File: config.mk
export PLATFORM = sky130hd
export DESIGN_NAME = inlet_dispense_seq
export DESIGN_NICKNAME = d
export VERILOG_FILES = /design/src/rtl/dispense_pkg.sv /design/src/rtl/inlet_dispense_seq_period_timer.sv /design/src/rtl/inlet_dispense_seq.sv
export SDC_FILE = /design/constraint.sdc
export NUM_CORES = 1
export LEC_CHECK = 0
export ABC_AREA = 0
export BUFFER_PORTS_ARGS = -buffer_cell sky130_fd_sc_hd__buf_2
export CAP_MARGIN = 20
export CORE_UTILIZATION = 50
export CTS_BUF_LIST = sky130_fd_sc_hd__clkbuf_16
export DETAILED_ROUTE_END_ITERATION = 12
export GPL_ROUTABILITY_DRIVEN = 1
export PLACE_DENSITY = 0.68
export SKIP_LAST_GASP = 1
export SLEW_MARGIN = 40
export SYNTH_ARGS = -nofsm -noshare
export SYNTH_HDL_FRONTEND = slang
export SYNTH_SLANG_ARGS = --single-unit
File: constraint.sdc
create_clock -name clk -period 4.8 [get_ports clk]
set_clock_uncertainty 0.05 [all_clocks]
set_input_delay 0.96 -clock clk [delete_from_list [all_inputs] [get_ports clk]]
set_output_delay 0.96 -clock clk [all_outputs]
set_load 0.05 [all_outputs]
File: src/rtl/dispense_pkg.sv
// Shared types and default sizes for the inlet dispense sequencer.
package dispense_pkg;

    localparam int N_CH_DEF  = 3;
    localparam int CNT_W_DEF = 16;
    localparam int CH_W      = 2;

    typedef enum logic [2:0] {
        S_IDLE,
        S_DISPENSE,
        S_GAP,
        S_SETTLE,
        S_SAMPLE
    } state_t;

endpackage

File: src/rtl/inlet_dispense_seq_period_timer.sv
// Loadable down-counter; tc_o is high in the cycle the count is 1.
module period_timer
    import dispense_pkg::*;
#(
    parameter int W = 8
) (
    input  logic         clk,
    input  logic         rst,
    input  logic         load_i,
    input  logic [W-1:0] load_val_i,
    output logic         tc_o
);

    logic [W-1:0] cnt_q;

    // Count register: load has priority, then count down to zero and hold.
    always_ff @(posedge clk) begin
        if (rst) begin
            cnt_q <= '0;
        end else if (load_i) begin
            cnt_q <= load_val_i;
        end else if (cnt_q != '0) begin
            cnt_q <= cnt_q - W'(1);
        end else begin
            cnt_q <= cnt_q;
        end
    end

    assign tc_o = (cnt_q == W'(1));

endmodule

File: src/rtl/inlet_dispense_seq.sv
// Inlet dispense sequencer: pump steps per channel, settle, then sample strobe.
// Optional macro DISPENSE_TOTAL_EN adds the total_steps pulse counter output.
module inlet_dispense_seq
    import dispense_pkg::*;
#(
    parameter int N_CH          = N_CH_DEF,
    parameter int CNT_W         = CNT_W_DEF,
    parameter int STEP_PERIOD   = 100,
    parameter int SETTLE_CYCLES = 1000
) (
    input  logic             clk,
    input  logic             rst,
    input  logic             cfg_valid,
    output logic             cfg_ready,
    input  logic [CH_W-1:0]  cfg_ch,
    input  logic [CNT_W-1:0] cfg_steps,
    input  logic             start,
    input  logic             abort,
    output logic             busy,
    output logic             done,
    output logic [N_CH-1:0]  valve_open,
    output logic [N_CH-1:0]  pump_step,
    output logic             sample_strobe
`ifdef DISPENSE_TOTAL_EN
    ,
    output logic [CNT_W+1:0] total_steps
`endif
);

    localparam int TMAX = (STEP_PERIOD > SETTLE_CYCLES) ? STEP_PERIOD : SETTLE_CYCLES;
    localparam int TW   = $clog2(TMAX + 1);

    state_t            state_q;
    logic [CH_W-1:0]   ch_q;
    logic [CNT_W-1:0]  rem_q;
    logic [CNT_W-1:0]  cnt_q [N_CH];
    logic [N_CH-1:0]   valve_q;
    logic [N_CH-1:0]   pump_q;
    logic              done_q;
    logic              strobe_q;
    logic              tmr_load_q;
    logic [TW-1:0]     tmr_val_q;
    logic              tc_s;
    logic              cfg_write_s;
    logic              first_found_s, next_found_s, go_found_s;
    logic [CH_W-1:0]   first_ch_s, next_ch_s, go_ch_s;

    assign cfg_ready     = (state_q == S_IDLE) && !start;
    assign cfg_write_s   = cfg_valid && cfg_ready && (32'(cfg_ch) < N_CH);
    assign busy          = (state_q != S_IDLE);
    assign done          = done_q;
    assign sample_strobe = strobe_q;
    assign valve_open    = valve_q;
    assign pump_step     = pump_q;

    // The timer load is registered, so it takes effect one cycle after entry.
    period_timer #(.W(TW)) u_tmr (
        .clk        (clk),
        .rst        (rst),
        .load_i     (tmr_load_q),
        .load_val_i (tmr_val_q),
        .tc_o       (tc_s)
    );

    // Channel selection: lowest nonzero channel overall and above the current one.
    always_comb begin
        first_found_s = 1'b0;
        first_ch_s    = '0;
        next_found_s  = 1'b0;
        next_ch_s     = '0;
        for (int i = N_CH - 1; i >= 0; i--) begin
            if (cnt_q[i] != '0) begin
                first_found_s = 1'b1;
                first_ch_s    = CH_W'(i);
            end else begin
                first_found_s = first_found_s;
            end
            if ((cnt_q[i] != '0) && (CH_W'(i) > ch_q)) begin
                next_found_s = 1'b1;
                next_ch_s    = CH_W'(i);
            end else begin
                next_found_s = next_found_s;
            end
        end
        go_found_s = (state_q == S_GAP) ? next_found_s : first_found_s;
        go_ch_s    = (state_q == S_GAP) ? next_ch_s : first_ch_s;
    end

    // Sequencer FSM with registered outputs and the per-channel count store.
    always_ff @(posedge clk) begin
        if (rst) begin
            state_q    <= S_IDLE;
            ch_q       <= '0;
            rem_q      <= '0;
            valve_q    <= '0;
            pump_q     <= '0;
            done_q     <= 1'b0;
            strobe_q   <= 1'b0;
            tmr_load_q <= 1'b0;
            tmr_val_q  <= '0;
            for (int i = 0; i < N_CH; i++) begin
                cnt_q[i] <= '0;
            end
        end else begin
            pump_q     <= '0;
            done_q     <= 1'b0;
            strobe_q   <= 1'b0;
            tmr_load_q <= 1'b0;
            for (int i = 0; i < N_CH; i++) begin
                if (cfg_write_s && (cfg_ch == CH_W'(i))) begin
                    cnt_q[i] <= cfg_steps;
                end
            end
            if (abort && (state_q != S_IDLE)) begin
                state_q <= S_IDLE;
                valve_q <= '0;
            end else begin
                case (state_q)
                    S_IDLE, S_GAP: begin
                        if ((state_q == S_GAP) || start) begin
                            tmr_load_q <= 1'b1;
                            if (go_found_s) begin
                                state_q   <= S_DISPENSE;
                                ch_q      <= go_ch_s;
                                valve_q   <= N_CH'(1) << go_ch_s;
                                rem_q     <= cnt_q[go_ch_s];
                                tmr_val_q <= TW'(STEP_PERIOD - 1);
                            end else begin
                                state_q   <= S_SETTLE;
                                valve_q   <= '0;
                                tmr_val_q <= TW'(SETTLE_CYCLES - 1);
                            end
                        end
                    end
                    S_DISPENSE: begin
                        // A pending load means the timer still holds a stale count.
                        if (!tmr_load_q && tc_s) begin
                            pump_q <= valve_q;
                            if (rem_q != '0) begin
                                rem_q <= rem_q - CNT_W'(1);
                            end
                            if (rem_q > CNT_W'(1)) begin
                                tmr_load_q <= 1'b1;
                                tmr_val_q  <= TW'(STEP_PERIOD - 1);
                            end
                        end else if ((pump_q != '0) && (rem_q == '0)) begin
                            state_q <= S_GAP;
                            valve_q <= '0;
                        end
                    end
                    S_SETTLE: begin
                        if (tmr_load_q ? (SETTLE_CYCLES == 1) : tc_s) begin
                            state_q  <= S_SAMPLE;
                            done_q   <= 1'b1;
                            strobe_q <= 1'b1;
                        end
                    end
                    S_SAMPLE: begin
                        state_q <= S_IDLE;
                    end
                    default: begin
                        state_q <= S_IDLE;
                        valve_q <= '0;
                    end
                endcase
            end
        end
    end

`ifdef DISPENSE_TOTAL_EN
    logic [CNT_W+1:0] total_q;

    // Pulse counter for the current run; cleared when a run is accepted.
    always_ff @(posedge clk) begin
        if (rst) begin
            total_q <= '0;
        end else if ((state_q == S_IDLE) && start) begin
            total_q <= '0;
        end else if (pump_q != '0) begin
            total_q <= total_q + (CNT_W + 2)'(1);
        end else begin
            total_q <= total_q;
        end
    end

    assign total_steps = total_q;
`endif

endmodule
==> impl_results.md, run 1 <==
* Crit-path leading delay family: simple AND/OR/NAND/NOR gates
* FMAX at 0.3433 GHz
* Pwr Total at 2.662 mW
* Vias in the first global route at 3210
* Root buf cell: clkbuf_16
* Average size of a mapped cell at 10.55 µm²
* Crit path depth at 4
* DRC viols at 0
* HP Class: reg -> reg
* Via count at 3472
* Diode count at 0
* Worst Reg-to-Reg Cells at 7
* Worst Path Required at 3790 ps
* Total gr overflow at 0
* RSZ-0062 raised after global routing: false
* Worst hold start: tmr_val_q[6]
* P&R area growth vs syn at 12.34%
* Area leader, netlist: edfxtp_1
* Worst-Skew Late Latency at 340 ps
* Filler instances at 746
* PortBufs at 32
* Fin. Hold Viols at 0
* Final setup viols at 0
* Total CTS buffers at 9
* Crit path kind: reg -> out
* CP cell instances: nor2_1, nand2_1, nor2_2, buf_2
* Main synth FF type: edfxtp_1
* Antenna violations before repair at 0
* Hold buffer count at CTS at 0
* # nets final at 478
* Pins Over Slew Limit at 0
* Worst path bufs/invs at 1
* Post-synth ARST share at 0%
* Crit path launch: state_q[0]
* Layout cells sized above 1 at 17.62%
* Initial DRC count at 273
* Die height at 96.12 µm
* First-pass GRT wire length at 16600 µm
* Post-detailed-route count of antenna-violating nets at 0
* Row cnt at 33
* Post-CTS Setup Bufs at 0
* CTS resizes at 0
* CP arrival at 1900 ps
* Slew margin rel. at 48.53%
* Gr usage total at 24.13%
* Longest Clk Path Bufs at 2
* Max stage delay cell, worst path: nor2_1
* Most area-consuming cells after synthesis: edfxtp_1 (33%), dfxtp_1 (19%), mux2i_1 (3.4%)
* WHS Path Cells at 2
* DR vias/cell at 6.211
* Post-synthesis instance area at 4429 µm²
* CORE AREA at 8382 µm²
* Post-synthesis sequential area ratio at 51.07%
* EDFF count, synth at 48
* Worst setup SP type: flip-flop
* Leakage at 1.945 nW
* Final core occ at 59.37%
* H-tree Lvls at 3
* Post-detail-place hpwl at 7288 µm
* Final instance area at 4976 µm²
* Avg WL per Cell at 18.43 µm
* Die X at 96.12 µm
* Yosys reg bits at 89
* Yosys warnings at 0
* Largest net degree at the start of global routing at 28
* Clock transition at the registers of the reported paths at 70 ps
* Max IR drop VDD at 0.2723 mV
* CTS tree: yes
* Synth unique cells at 68
* Setup tns final at 0 ps
* Die ar. at 9239 µm²
* Drt pass-1 iters at 4
* Synthesized instance count at 420
* Crit-path max cell delay at 460 ps
* Status: finished, final reports clean
* Reg-to-reg slack, setup at 1990 ps
* Power per Cell Area at 535.0 nW/µm²
* Worst hold margin at 431.6 ps
* Crit. End Element: primary output
* Worst-Margin Slew at 765.0 ps
* Max-cap violations at 0
* Reg-to-Reg Start: rem_q[11]
* Tmin final at 2913 ps
* Synth top area share at 32.54%
* Top-Level Pins at 33
* Routed WL at 10300 µm
* Routability cong. at 0.8916
* Syn Nets at 449
* # clock sinks at 89
* Crit share post-route at 60.68%
* Placement Cell Area at 4667 µm²
* Initial Utilization at 52.84%
* CP Max Fanout at 10
-- per-layer routing --
layer  vias to the layer above  routed length [µm]  global-route usage (%)
met3                        12                 650                   4.660
li1                       1654                   -                       -
met2                       124                4690                   36.47
met1                      1682                4838                   34.66
met4                         0                 121                   7.836
met5                         -                   0                       0
-- cell type report --
class | count | area, µm² | area share [%]
inverters | 11 | 41.29 | 0.8298
multi-input cells | 301 | 2042 | 41.04
clock buffers | 9 | 225.2 | 4.526
flip-flops and latches | 89 | 2262 | 45.46
well taps | 105 | 131.4 | 2.640
clock inverters | 7 | 76.32 | 1.534
repair buffers | 37 | 197.7 | 3.973
-- per-stage QoR --
stage               worst slack [ps]  cells
floorplan                       1110    420
global placement                1932    543
detailed placement              1860    543
CTS                             1877    559
global route                    1772    559
finish                          1887    559
-- worst register-to-register path: stages (launching register included) --
cell and delay (ps):
dfxtp_1 350, nor3_1 430, nor3b_4 310, nand4b_1 200
o21ai_2 500, or2_1 430, nor4_4 80, a221o_1 360
-- synthesized netlist by cell type (6+ instances only) --
library cell	count
nor3_1	16
nand3_1	11
o21ai_0	20
xnor2_1	6
dfxtp_1	41
clkbuf_1	9
mux2i_1	15
nand2_1	29
ha_1	6
a21oi_1	19
nor2_1	39
inv_1	11
buf_2	6
and2_1	19
o31ai_1	9
nor4_1	16
edfxtp_1	48
a211o_1	11
-- worst paths after layout --
kind                  endpoint
hold reg to reg   tmr_val_q[6]
setup / recovery     cfg_ready
setup reg to reg     rem_q[10]
hold / removal    tmr_val_q[6]
-- cells by family after synthesis --
group / count (synthesis) / share of synthesized area [%]
AO/OA/AOI/OAI: 101 / 16.58
buffers and inverters: 30 / 3.220
XOR/XNOR: 9 / 1.780
adder cells (fa/ha/maj): 6 / 1.695
AND/OR/NAND/NOR: 169 / 22.01
flip-flops: 89 / 51.07
multiplexers: 16 / 3.644
-- state kept, by name, indices dropped and copies added (netlist names) --
register / cells
ch_q: 2
cnt_q: 48
pump_step: 3
rem_q: 16
sample_strobe: 1
state_q: 3
tmr_load_q: 1
tmr_val_q: 2
u_tmr.cnt_q: 10
valve_open: 3
-- power breakdown --
part / internal, mW / total [mW] / switching (mW)
logic: 0.346 / 0.923 / 0.577
clock network: 0.407 / 0.712 / 0.305
registers: 0.913 / 1.03 / 0.114
-- cell usage in the layout (no fill, tap or decap), types with 4 or more instances in the layout --
cell / instances
buf_2: 32
a211oi_1: 5
xnor2_1: 6
dfxtp_1: 41
buf_4: 5
o21ai_1: 5
mux2i_1: 15
inv_1: 11
nand4_1: 5
nor4_1: 16
and2_1: 19
a21oi_1: 19
nor3_1: 15
ha_1: 6
edfxtp_1: 48
nand3_1: 11
nor2_1: 39
nand2_1: 29
o31ai_1: 8
a211o_1: 11
nor4_2: 4
o21ai_0: 18
clkbuf_16: 9
Note: power is estimated with default switching activity, not from simulation.
==> inputs of run 2 (changes only) <==
==> constraint.sdc (replaced) <==
create_clock -name clk -period 2.7 [get_ports clk]
set_clock_uncertainty 0.05 [all_clocks]
set_input_delay 0.54 -clock clk [delete_from_list [all_inputs] [get_ports clk]]
set_output_delay 0.54 -clock clk [all_outputs]
set_load 0.05 [all_outputs]
==> impl_results.md, run 2 (synthesized netlist as in run 1, its figures left out) <==
* Status: finished, final reports clean
* Die height at 96.12 µm (unchanged)
* Root buf cell: clkbuf_16
* Int Pwr at 3.022 mW (+81%)
* Tmin final at 2536 ps
* P&R area growth vs syn at 14.97%
* Largest net degree at the start of global routing at 23 (-18%)
* Worst slack at placement at 110.4 ps (-1749 ps)
* Post-CTS Setup Bufs at 0 (unchanged)
* Setup tns final at 0 ps (unchanged)
* Pins Over Slew Limit at 0 (unchanged)
* Die ar. at 9239 µm² (unchanged)
* CP Max Fanout at 19 (+9)
* Die X at 96.12 µm (unchanged)
* Switching Share at 37.04% (-0.39 points)
* Routed WL at 10240 µm (-0.57%)
* First-pass GRT wire length at 16190 µm (-2.5%)
* DR vias/cell at 6.098 (-1.8%)
* Combinational share of power at 36.3% (+1.6 points)
* Sequential share of power at 37.8% (-0.8 points)
* Final setup viols at 0 (unchanged)
* Fin. Hold Viols at 0 (unchanged)
* Slew margin rel. at 56.43% (+7.9 points)
* Crit path kind: reg -> reg
* Hold buffer count at CTS at 0 (unchanged)
* CP arrival at 2710 ps (+810 ps)
* HP Class: in -> reg
* Post-detailed-route count of antenna-violating nets at 0 (unchanged)
* Total net switching power at 1.778 mW (+78%)
* FMAX at 0.3944 GHz
* Via count at 3488 (+0.46%)
* Worst-Margin Slew at 653.5 ps (-111.5 ps)
* Fin worst setup slack at 164.5 ps (-1723 ps)
* Vias in the first global route at 3166 (-1.4%)
* Leakage at 2.009 nW (+3.3%)
* Total CTS buffers at 9 (unchanged)
* Layout cells sized above 1 at 20.77% (+3.1 points)
* Initial Utilization at 52.84% (unchanged)
* RSZ-0062 raised after global routing: false
* Routability cong. at 0.8997 (+0.91%)
* Clock transition at the registers of the reported paths at 70 ps (about the same)
* Post-detail-place hpwl at 7499 µm (+2.9%)
* Diode count at 0 (unchanged)
* Worst-Skew Late Latency at 340 ps (about the same)
* Most frequent cells in the layout: edfxtp_1 (48), dfxtp_1 (41), nor2_1 (39), buf_2 (32), nand2_1 (28)
* Initial DRC count at 252 (-7.7%)
* Avg WL per Cell at 17.91 µm (-2.8%)
* Top-Level Pins at 33 (unchanged)
* Largest register FFs at 48 (unchanged)
* Crit. End Element: flip-flop
* Longest Clk Path Bufs at 2 (unchanged)
* CORE AREA at 8382 µm² (unchanged)
* Power per Cell Area at 942.6 nW/µm² (+76%)
* Max-cap violations at 0 (unchanged)
* H-tree Lvls at 3 (unchanged)
* CTS tree: yes
* # nets final at 491 (+2.7%)
* Drt pass-1 iters at 5 (+1)
* Worst setup SP type: flip-flop
* Largest Register: cnt_q
* # clock sinks at 89 (unchanged)
* Commonest non-fill, non-tap cell in the layout: edfxtp_1
* Clock power share at 25.9% (-0.8 points)
* Crit share post-route at 93.91%
* Antenna violations before repair at 0 (unchanged)
* DRC viols at 0 (unchanged)
* Total gr overflow at 0 (unchanged)
* PortBufs at 32 (unchanged)
* Gr usage total at 23.98% (-0.15 points)
* Worst Path Required at 2870 ps (-920 ps)
* Row cnt at 33 (unchanged)
* Top flop regs: cnt_q: 48 flops, rem_q: 16 flops, u_tmr.cnt_q: 10 flops
* Max IR drop VDD at 0.4661 mV (+71%)
run 2: cell type report:
| class | count | area, µm² |
|---|---|---|
| clock inverter | 7 | 70.07 |
| sequential | 89 | 2262 |
| fill | 695 | 3289 |
| clock buffer | 9 | 225.2 |
| inverter | 11 | 41.29 |
| timing repair buffer | 50 | 295.3 |
| multi-input combinational | 301 | 2067 |
| tap | 105 | 131.4 |
run 2: path summary, 6_finish.rpt:
check / slack, ps / startpoint / cells after the start / end
worst max-delay path: 160 / cnt_q[0][9] / 7 / rem_q[8]
worst min-delay path: 400 / rst / 2 / u_tmr.cnt_q[3]
worst max register to register: 160 / cnt_q[0][9] / 7 / rem_q[8]
worst min register to register: 430 / tmr_val_q[6] / 2 / tmr_val_q[6]
run 2: power groups by stage:
stage / clock network (mW) / logic (mW) / registers, mW
2_1_floorplan: 0 / 1.30 / 1.80
3_3_place_gp: 0 / 1.68 / 1.83
3_5_place_dp: 0 / 1.70 / 1.84
4_1_cts: 1.26 / 1.71 / 1.81
5_1_grt: 1.31 / 1.91 / 1.84
6_report: 1.24 / 1.74 / 1.81
run 2: worst max-delay path, stage by stage, from the launching register on:
cell and delay, ps:
edfxtp_1 400, nor4_1 500, nand3_2 180, o32ai_2 260
nand2_4 270, mux2i_1 260, a211oi_1 140, a311o_1 360
run 2: what timing repair did:
item,CTS,global route
gates resized for setup,0,2
setup endpoints to repair,0,2
hold endpoints to repair,0,0
run 2: stage by stage:
stage,hold slack (ps),instances,total power [mW],area (µm²),utilization (%)
floorplan,389.3,420,3.103,4458,-
global placement,405.6,556,3.512,4783,57.07
detailed placement,418.4,556,3.533,4788,57.13
CTS,387.5,572,4.776,5084,60.65
global route,425.0,572,5.052,5092,60.76
finish,396.3,572,4.800,5092,60.76
run 2: metal layers:
layer | part of all wire, % | wire [µm] | global-route usage [%] | vias up
li1 | - | - | - | 1679
met3 | 6.1 | 625 | 4.423 | 17
met5 | 0 | 0 | 0 | -
met1 | 47 | 4854 | 34.31 | 1650
met4 | 2.0 | 206 | 10.82 | 0
met2 | 44 | 4555 | 35.11 | 142
